==> src/rtl/serial_arith_pkg.sv <==
// Shared definitions for the bit-serial arithmetic blocks: FSM encoding and
// the sizing rule for the per-bit counter.
package serial_arith_pkg;

    typedef enum logic [1:0] {
        IDLE = 2'd0,
        RUN  = 2'd1,
        DONE = 2'd2
    } state_t;

    // A one-bit operand still needs a counter bit to index its single step.
    function automatic int cnt_width(input int width);
        return (width <= 1) ? 1 : $clog2(width);
    endfunction

endpackage

==> src/rtl/full_adder_cell.sv <==
// Single-bit full adder; the only arithmetic in the serial datapath.
module full_adder_cell (
    input  logic a,
    input  logic b,
    input  logic ci,
    output logic s,
    output logic co
);

    logic p;

    assign p  = a ^ b;
    assign s  = p ^ ci;
    assign co = (a & b) | (ci & p);

endmodule

==> src/rtl/serial_adder.sv <==
// Bit-serial adder: one full-adder cell and a carry flop process the operands
// LSB first, one bit per clock, returning {cout,sum} = a + b + cin.
module serial_adder
    import serial_arith_pkg::*;
#(
    parameter int WIDTH = 8
) (
    input  logic             clk,
    input  logic             rst_n,
    input  logic             start,
    input  logic [WIDTH-1:0] a,
    input  logic [WIDTH-1:0] b,
    input  logic             cin,
    output logic             ready,
    output logic             busy,
    output logic             done,
    output logic [WIDTH-1:0] sum,
    output logic             cout
);

    localparam int             CW   = cnt_width(WIDTH);
    localparam logic [CW-1:0]  LAST = CW'(WIDTH - 1);

    state_t           state_q;
    state_t           state_d;
    logic [WIDTH-1:0] a_sh;
    logic [WIDTH-1:0] b_sh;
    logic [WIDTH-1:0] res_sh;
    logic [WIDTH-1:0] res_next;
    logic [WIDTH:0]   res_cat;
    logic             carry;
    logic [CW-1:0]    cnt;
    logic             fa_s;
    logic             fa_co;
    logic             last_bit;
    logic             accept;

    full_adder_cell u_fa (
        .a  (a_sh[0]),
        .b  (b_sh[0]),
        .ci (carry),
        .s  (fa_s),
        .co (fa_co)
    );

    // New sum bit enters at the MSB so the LSB-first result lands in order.
    assign res_cat  = {fa_s, res_sh};
    assign res_next = res_cat[WIDTH:1];
    assign last_bit = (cnt == LAST);
    assign accept   = ready && start;

    // NOTE: sequential state uses non-blocking assignments so every flop
    // samples pre-edge values regardless of process evaluation order.
    always_ff @(posedge clk or negedge rst_n) begin
        if (!rst_n) begin
            state_q <= IDLE;
        end else begin
            state_q <= state_d;
        end
    end

    // NOTE: each combinational output gets a default before the case so no
    // path leaves it unassigned and a latch is never inferred.
    always_comb begin
        state_d = state_q;
        case (state_q)
            RUN:     if (last_bit) state_d = DONE;
            DONE:    state_d = IDLE;
            default: state_d = start ? RUN : IDLE;
        endcase
    end

    // The unused encoding behaves as IDLE so a corrupted state self-recovers.
    always_comb begin
        ready = 1'b0;
        busy  = 1'b0;
        done  = 1'b0;
        case (state_q)
            RUN:     busy  = 1'b1;
            DONE:    done  = 1'b1;
            default: ready = 1'b1;
        endcase
    end

    always_ff @(posedge clk or negedge rst_n) begin
        if (!rst_n) begin
            a_sh   <= '0;
            b_sh   <= '0;
            res_sh <= '0;
            carry  <= 1'b0;
            cnt    <= '0;
            sum    <= '0;
            cout   <= 1'b0;
        end else if (accept) begin
            a_sh  <= a;
            b_sh  <= b;
            carry <= cin;
            cnt   <= '0;
        end else if (busy) begin
            a_sh   <= a_sh >> 1;
            b_sh   <= b_sh >> 1;
            res_sh <= res_next;
            carry  <= fa_co;
            cnt    <= cnt + CW'(1);
            if (last_bit) begin
                sum  <= res_next;
                cout <= fa_co;
            end
        end
    end

endmodule

==> config.mk <==
export PLATFORM = sky130hd
export DESIGN_NAME = serial_adder
export DESIGN_NICKNAME = d
export VERILOG_FILES = /design/src/rtl/serial_arith_pkg.sv /design/src/rtl/full_adder_cell.sv /design/src/rtl/serial_adder.sv
export SDC_FILE = /design/constraint.sdc
export NUM_CORES = 1
export LEC_CHECK = 0
export ABC_CLOCK_PERIOD_IN_PS = 3130
export BUFFER_PORTS_ARGS = -buffer_cell sky130_fd_sc_hd__buf_2
export CAP_MARGIN = 20
export CELL_PAD_IN_SITES_DETAIL_PLACEMENT = 0
export CELL_PAD_IN_SITES_GLOBAL_PLACEMENT = 1
export CORE_ASPECT_RATIO = 0.8
export CORE_MARGIN = 8
export CORE_UTILIZATION = 40
export DETAILED_ROUTE_END_ITERATION = 8
export HOLD_SLACK_MARGIN = 0.03
export PLACE_DENSITY_LB_ADDON = 0.1
export RECOVER_POWER = 25
export SETUP_SLACK_MARGIN = 0.2
export SYNTH_ARGS = -nofsm -noshare
export SYNTH_HDL_FRONTEND = slang
export SYNTH_SLANG_ARGS = --single-unit
export TNS_END_PERCENT = 1
==> constraint.sdc <==
create_clock -name clk -period 3.13 [get_ports clk]
set_input_delay 0.626 -clock clk [delete_from_list [all_inputs] [get_ports clk]]
set_output_delay 0.626 -clock clk [all_outputs]
set_load 0.01 [all_outputs]
Yosys cells after proc, flatten, opt, wreduce, memory -nomap -nowiden

Index checks and enable logic that the tools add are counted.

$add $sub $neg: 1
Equal/unequal tests: 4
Muxes and demuxes: 14
Bitwise logic cells: 6
Reduce and logical (&&, ||, !) cells: 5

Operator list:

| cell                                                             | count |
|---|---|
| 8-bit 2-to-1 mux                                                 | 4 |
| 1-bit 2-to-1 mux                                                 | 6 |
| 3-bit 2-to-1 mux                                                 | 2 |
| 2-bit one-hot mux with 2 select lines                            | 1 |
| 3-bit by 1-bit adder with 3-bit output (second input constant)   | 1 |
| 3-bit == test (second input constant)                            | 1 |
| 3-bit AND reduction                                              | 1 |
| 1-bit bitwise AND                                                | 2 |
| 2-bit by 1-bit == test with 1-bit output (second input constant) | 1 |
| 2-bit == test (second input constant)                            | 1 |
| 2-bit 2-to-1 mux                                                 | 1 |
| 2-bit != test (second input constant)                            | 1 |
| 2-bit AND reduction                                              | 1 |
| 2-bit nonzero test                                               | 1 |
| 2-bit OR reduction                                               | 1 |
| 1-bit XOR                                                        | 2 |
| 1-bit logical AND                                                | 1 |
| 1-bit NOT                                                        | 1 |
| 1-bit OR                                                         | 1 |

Flip-flop bits (word level): 39
Input bits: 20
Output and inout bits: 12
Word-level logic and storage cells: 38

Logic depth before layout (Yosys ltp)

Word-level depth: 6
Gate-level depth with buffers: 6
Gate-level depth less buffers: 4

Hierarchy

Synthesis repeated with hierarchy kept, for this count alone.

Cell total of the unflattened synthesis: 132
Area total of the unflattened synthesis: 1,715.4 um2

By module, submodules not included:

| module          | instances | cells each | area each (um2) |
|---|---|---|---|
| serial_adder    | 1         | 131        | 1,695.4 |
| full_adder_cell | 1         | 1          | 20.0 |

Worst setup path before layout

Ideal clock, no wire load.

Path kind: flip-flop to flip-flop
Start point: register state_q[0]
End point: register state_q[0]
Library setup time: 125 ps
Arrival time: 1,308 ps
Required time: 3,005 ps
Slack: 1,697 ps
Stages on the path, launching flop included: 6
Buffers on the path: 1
Clock period less this slack: 1,433 ps
Cells stage by stage: dfrtp_1 inv_1 ha_1 buf_2 and2_4 mux2_2

Word-level cells in the longest chain between the ends: 2
Elaborated cells between the ends (all ways): 4
Those cells by class: eq/ne: 3; mux: 1

Ends and longest elaborated chain:

| element                                                                   | RTL line           | RTL |
|---|---|---|
| start: declaration                                                        | serial_adder.sv:24 | `state_t state_q;` |
| start signal: assignment                                                  | serial_adder.sv:58 | `state_q <= state_d;` |
| 2-bit == test or 2-bit by 1-bit == test with 1-bit output (tied branches) | serial_adder.sv:66 | `case (state_q)` |
| 2-bit one-hot mux with 2 select lines or 2-bit != test (tied branches)    | -                  |  |

Several ways; a longest one is shown, not always the timed one.
A chain may end at the register's enable or synchronous reset.

Worst setup path in the final report

Start point: register state_q[1]
End point: output busy

Word-level cells in the longest chain between the ends: 2

Ends and longest elaborated chain:

| element                                  | RTL line           | RTL |
|---|---|---|
| 2-bit by 1-bit == test with 1-bit output | serial_adder.sv:78 | `case (state_q)` |
| 1-bit 2-to-1 mux                         | serial_adder.sv:78 |  |
| end: declaration                         | serial_adder.sv:15 | `output logic busy,` |

No other way between the ends.

==> run summary <==
## Yosys
• post-synthesis share of cell area spent on xor and xnor gates: 0.00477
• post-synthesis instance area: 1840 um2
• simple-gate area share of the yosys netlist: 0.0825
• post-synthesis adder-cell area fraction: 0.0450
• post-synthesis mux area share: 0.222
• post-synth top area cell: sky130_fd_sc_hd__dfrtp_1
• synthesized instance count: 133
• main combinational cell family by area after synthesis: multiplexers
• cell types with the largest area share after synthesis: sky130_fd_sc_hd__dfrtp_1, sky130_fd_sc_hd__mux2i_1, sky130_fd_sc_hd__o21ai_2, sky130_fd_sc_hd__mux2_4, sky130_fd_sc_hd__mux2_2
• number of distinct library cell variants in the gate-level netlist after synthesis: 19
• dominant register cell in the synthesized netlist: sky130_fd_sc_hd__dfrtp_1
• top cell type's share of synthesized area: 0.518
• Synth top cells by count: sky130_fd_sc_hd__dfrtp_1, sky130_fd_sc_hd__mux2i_1, sky130_fd_sc_hd__nand3_1, sky130_fd_sc_hd__o21ai_2, sky130_fd_sc_hd__mux2_4
• count of flip-flops with a built-in enable after synthesis: 0
• Post-Syn Area per Cell: 13.8 um2
• synthesized netlist net count: 159
• async set or reset register ratio after synthesis: 1.00
• fraction of the mapped netlist area in compound gates: 0.0791
• warnings from Yosys: 0
• synthesized flop and latch total: 38
• top-count cell post-synth: sky130_fd_sc_hd__dfrtp_1
• part of the Yosys area used for sequential elements: 0.518

## Power and ir drop
• total power: 1990 uW
• largest vdd supply drop: 510 uV
• leakage: 0.00102 uW
• Pwr Density: 946 nW/um2

## Clock tree
• number of gates resized after cts: 0
• root buf cell: sky130_fd_sc_hd__clkbuf_8
• total number of H-tree levels: 2
• number of buffers inserted during clock tree synthesis: 5
• maximum buffer depth of the clock tree: 2
• clock tree from TritonCTS: done
• Post-CTS Setup Bufs: 0
• count of hold-fix buffers inserted at cts: 0
• clock insertion delay at the later pin of the skew report: 0.29 ns
• clock-pin slew on the worst setup and hold paths: 0.08 ns
• number of sinks driven by the clock tree: 38

## Placed design
• HPWL reported at the end of detailed placement: 2320 um
• quantity of I/O buffers inserted on ports: 31
• final weighted congestion in routability-driven placement: 0.667

## Critical path
• Crit Path Class: reg2out
• startpoint of the lowest-slack register-to-register path: state_q[1]
• Critical path origin: state_q[1]
• Critical R2R Capture: state_q[1]
• slowest stage cell on the critical path: sky130_fd_sc_hd__ha_1
• Slowest Stage Delay on Critical Path: 0.47 ns
• Worst R2R Setup Slack: 1.32 ns
• WP data required: 2.50 ns
• cell chain of the critical path: inv_1, ha_1, buf_2
• Critical Path Sink Type: primary output
• number of cells on the worst reg-to-reg path: 5
• capturing element of the worst setup path: busy
• WP depth: 3
• data arrival time at the worst-slack endpoint: 1.48 ns
• kind of start point of the critical path: register
• cell family contributing the most delay on the critical path: adder cells
• Buf+Inv Stages, Crit Path: 2
• CP Max Fanout: 10

## Timing
• Hold Vio Cnt, Final: 0
• timing-limited maximum frequency: 474 MHz
• Setup TNS Final: 0 ns
• min cycle time layout: 2.11 ns
• Final Max Tran Viols: 39
• number of setup violations in the final report: 0
• period utilization: 0.674
• RSZ-0062 raised after global routing: false
• Slew @ Worst Pin: 2.03 ns
• Worst Clk Skew: 0.00869 ns
• max-slew headroom at the worst pin: -0.352

## Drt
• Final ANT Viol Nets: 0
• uppermost routed layer: met4
• WL met2: 1500 um
• 1st-iter DRT viols: 23
• Pre-Repair DR Iteration Count: 4
• total vias in the final route: 1,093
• Routed met1 length: 1640 um
• routed wirelength normalized by instance count: 14.9 um
• Met3 Wirelength: 173 um
• Vias per Instance: 4.86
• Total Wirelength: 3360 um
• number of DRC violations after detailed routing: 0

## Global routing
• initial antenna violation count: 0
• All-Layer GR Usage: 0.0986
• maximum number of pins on one net before global-route repair: 39
• wire length of the first global-routing pass: 5560 um
• via count of the first global-routing pass: 1,145
• remaining global-route overflow: 0

## Cells and area
• area grow syn2layout: 14.7%
• share of post-route cells with drive strength above 1: 0.461
• number of antenna repair diodes: 0
• final design utilization: 0.466
• final-stage net count: 190

## Status
• outcome: complete, but fails checks
• violated checks: max-capacitance violations, max-slew violations

## Floorplanning
• height of the chip: 76.6 um
• starting density of the core: 0.407
• IO Pins: 32
• placeable core area: 4510 um2
• die outline width: 91.7 um
• die footprint: 7030 um2
• placement row count: 22

## Hold path
• Hold Crit Class: reg2reg

## Run
• Maximum Capacitance Violations: 1

## power breakdown
part           switching, uW  internal [uW]  total (uW)
Clock                    173            235         408
Sequential               113            678         792
Combinational            422            370         792
Total                    709           1280        1990
## worst register-to-register path: stages (launching register included)
cell                       delay [ns]
sky130_fd_sc_hd__dfrtp_1         0.40
sky130_fd_sc_hd__inv_1           0.09
sky130_fd_sc_hd__ha_1            0.47
sky130_fd_sc_hd__buf_4           0.35
sky130_fd_sc_hd__nand2b_4        0.08
sky130_fd_sc_hd__mux2_1          0.31
## registers in the layout (all words and copies together), names as in the netlist
| name | cells |
|---|---|
| cout | 1 |
| state_q | 2 |
| a_sh | 8 |
| carry | 1 |
| sum | 8 |
| res_sh | 7 |
| cnt | 3 |
| b_sh | 8 |
## kinds of logic after synthesis
kind of cell             count (synthesis)
AO/OA/AOI/OAI                           17
XOR/XNOR                                 1
adder cells (fa/ha/maj)                  6
buffers and inverters                   11
flip-flops                              38
multiplexers                            35
AND/OR/NAND/NOR                         25
## per-layer routing
layer / vias to the layer above / GRT usage
met4: 0 / 0.0337
met1: 532 / 0.130
li1: 534 / -
met5: - / 0
met2: 20 / 0.142
met3: 7 / 0.0404
## worst min-delay path by stage
stage,start,end,slack [ns],cells after the start
floorplan,rst_n,a_sh[0],0.33,0
global placement,res_sh[1],sum[0],0.49,1
detailed placement,sum[0],sum[0],0.49,1
CTS,rst_n,res_sh[3],0.48,1
global route,sum[5],sum[5],0.52,1
finish,sum[0],sum[0],0.50,1
## layout make-up
type	count	area [um2]
clock buffers	5	68.8
clock inverters	3	40.0
fillers	450	2410
inverters	2	7.51
multi-input cells	84	795
flip-flops and latches	38	951
well taps	60	75.1
repair buffers	33	169
## metrics by stage
stage | worst slack [ns] | instance area (um2) | hold WS (ns) | cells
after global placement | 1.37 | 2000 | 0.489 | 217
after detailed placement | 1.32 | 2000 | 0.489 | 217
final | 1.02 | 2110 | 0.505 | 225
after global routing | 0.594 | 2110 | 0.524 | 225
after CTS | 0.993 | 2110 | 0.478 | 225
after floorplan | 1.70 | 1840 | 0.330 | 133
## cells in the final DEF, fill, tap and decap left out
cell type | netlist | layout
sky130_fd_sc_hd__dfrtp_1 | 38 | 38
sky130_fd_sc_hd__buf_2 | 3 | 30
sky130_fd_sc_hd__mux2i_1 | 17 | 17
sky130_fd_sc_hd__nand3_1 | 17 | 17
sky130_fd_sc_hd__o21ai_2 | 16 | 16
sky130_fd_sc_hd__mux2_4 | 9 | 9
sky130_fd_sc_hd__mux2_2 | 8 | 8
sky130_fd_sc_hd__ha_1 | 5 | 5
sky130_fd_sc_hd__clkbuf_8 | 0 | 5
sky130_fd_sc_hd__nor2_1 | 3 | 3
sky130_fd_sc_hd__inv_1 | 2 | 2
sky130_fd_sc_hd__nand2b_1 | 2 | 2
sky130_fd_sc_hd__clkinv_2 | 0 | 2
sky130_fd_sc_hd__buf_4 | 0 | 2
sky130_fd_sc_hd__and2_4 | 1 | 1
sky130_fd_sc_hd__xnor2_1 | 1 | 1
sky130_fd_sc_hd__nand2_8 | 1 | 1
sky130_fd_sc_hd__o21ai_1 | 1 | 1
sky130_fd_sc_hd__nand2b_4 | 1 | 1
sky130_fd_sc_hd__mux2_1 | 1 | 1
sky130_fd_sc_hd__fa_1 | 1 | 1
sky130_fd_sc_hd__bufinv_16 | 0 | 1
sky130_fd_sc_hd__clkbuf_1 | 0 | 1
Note: power is estimated with default switching activity, not from simulation.
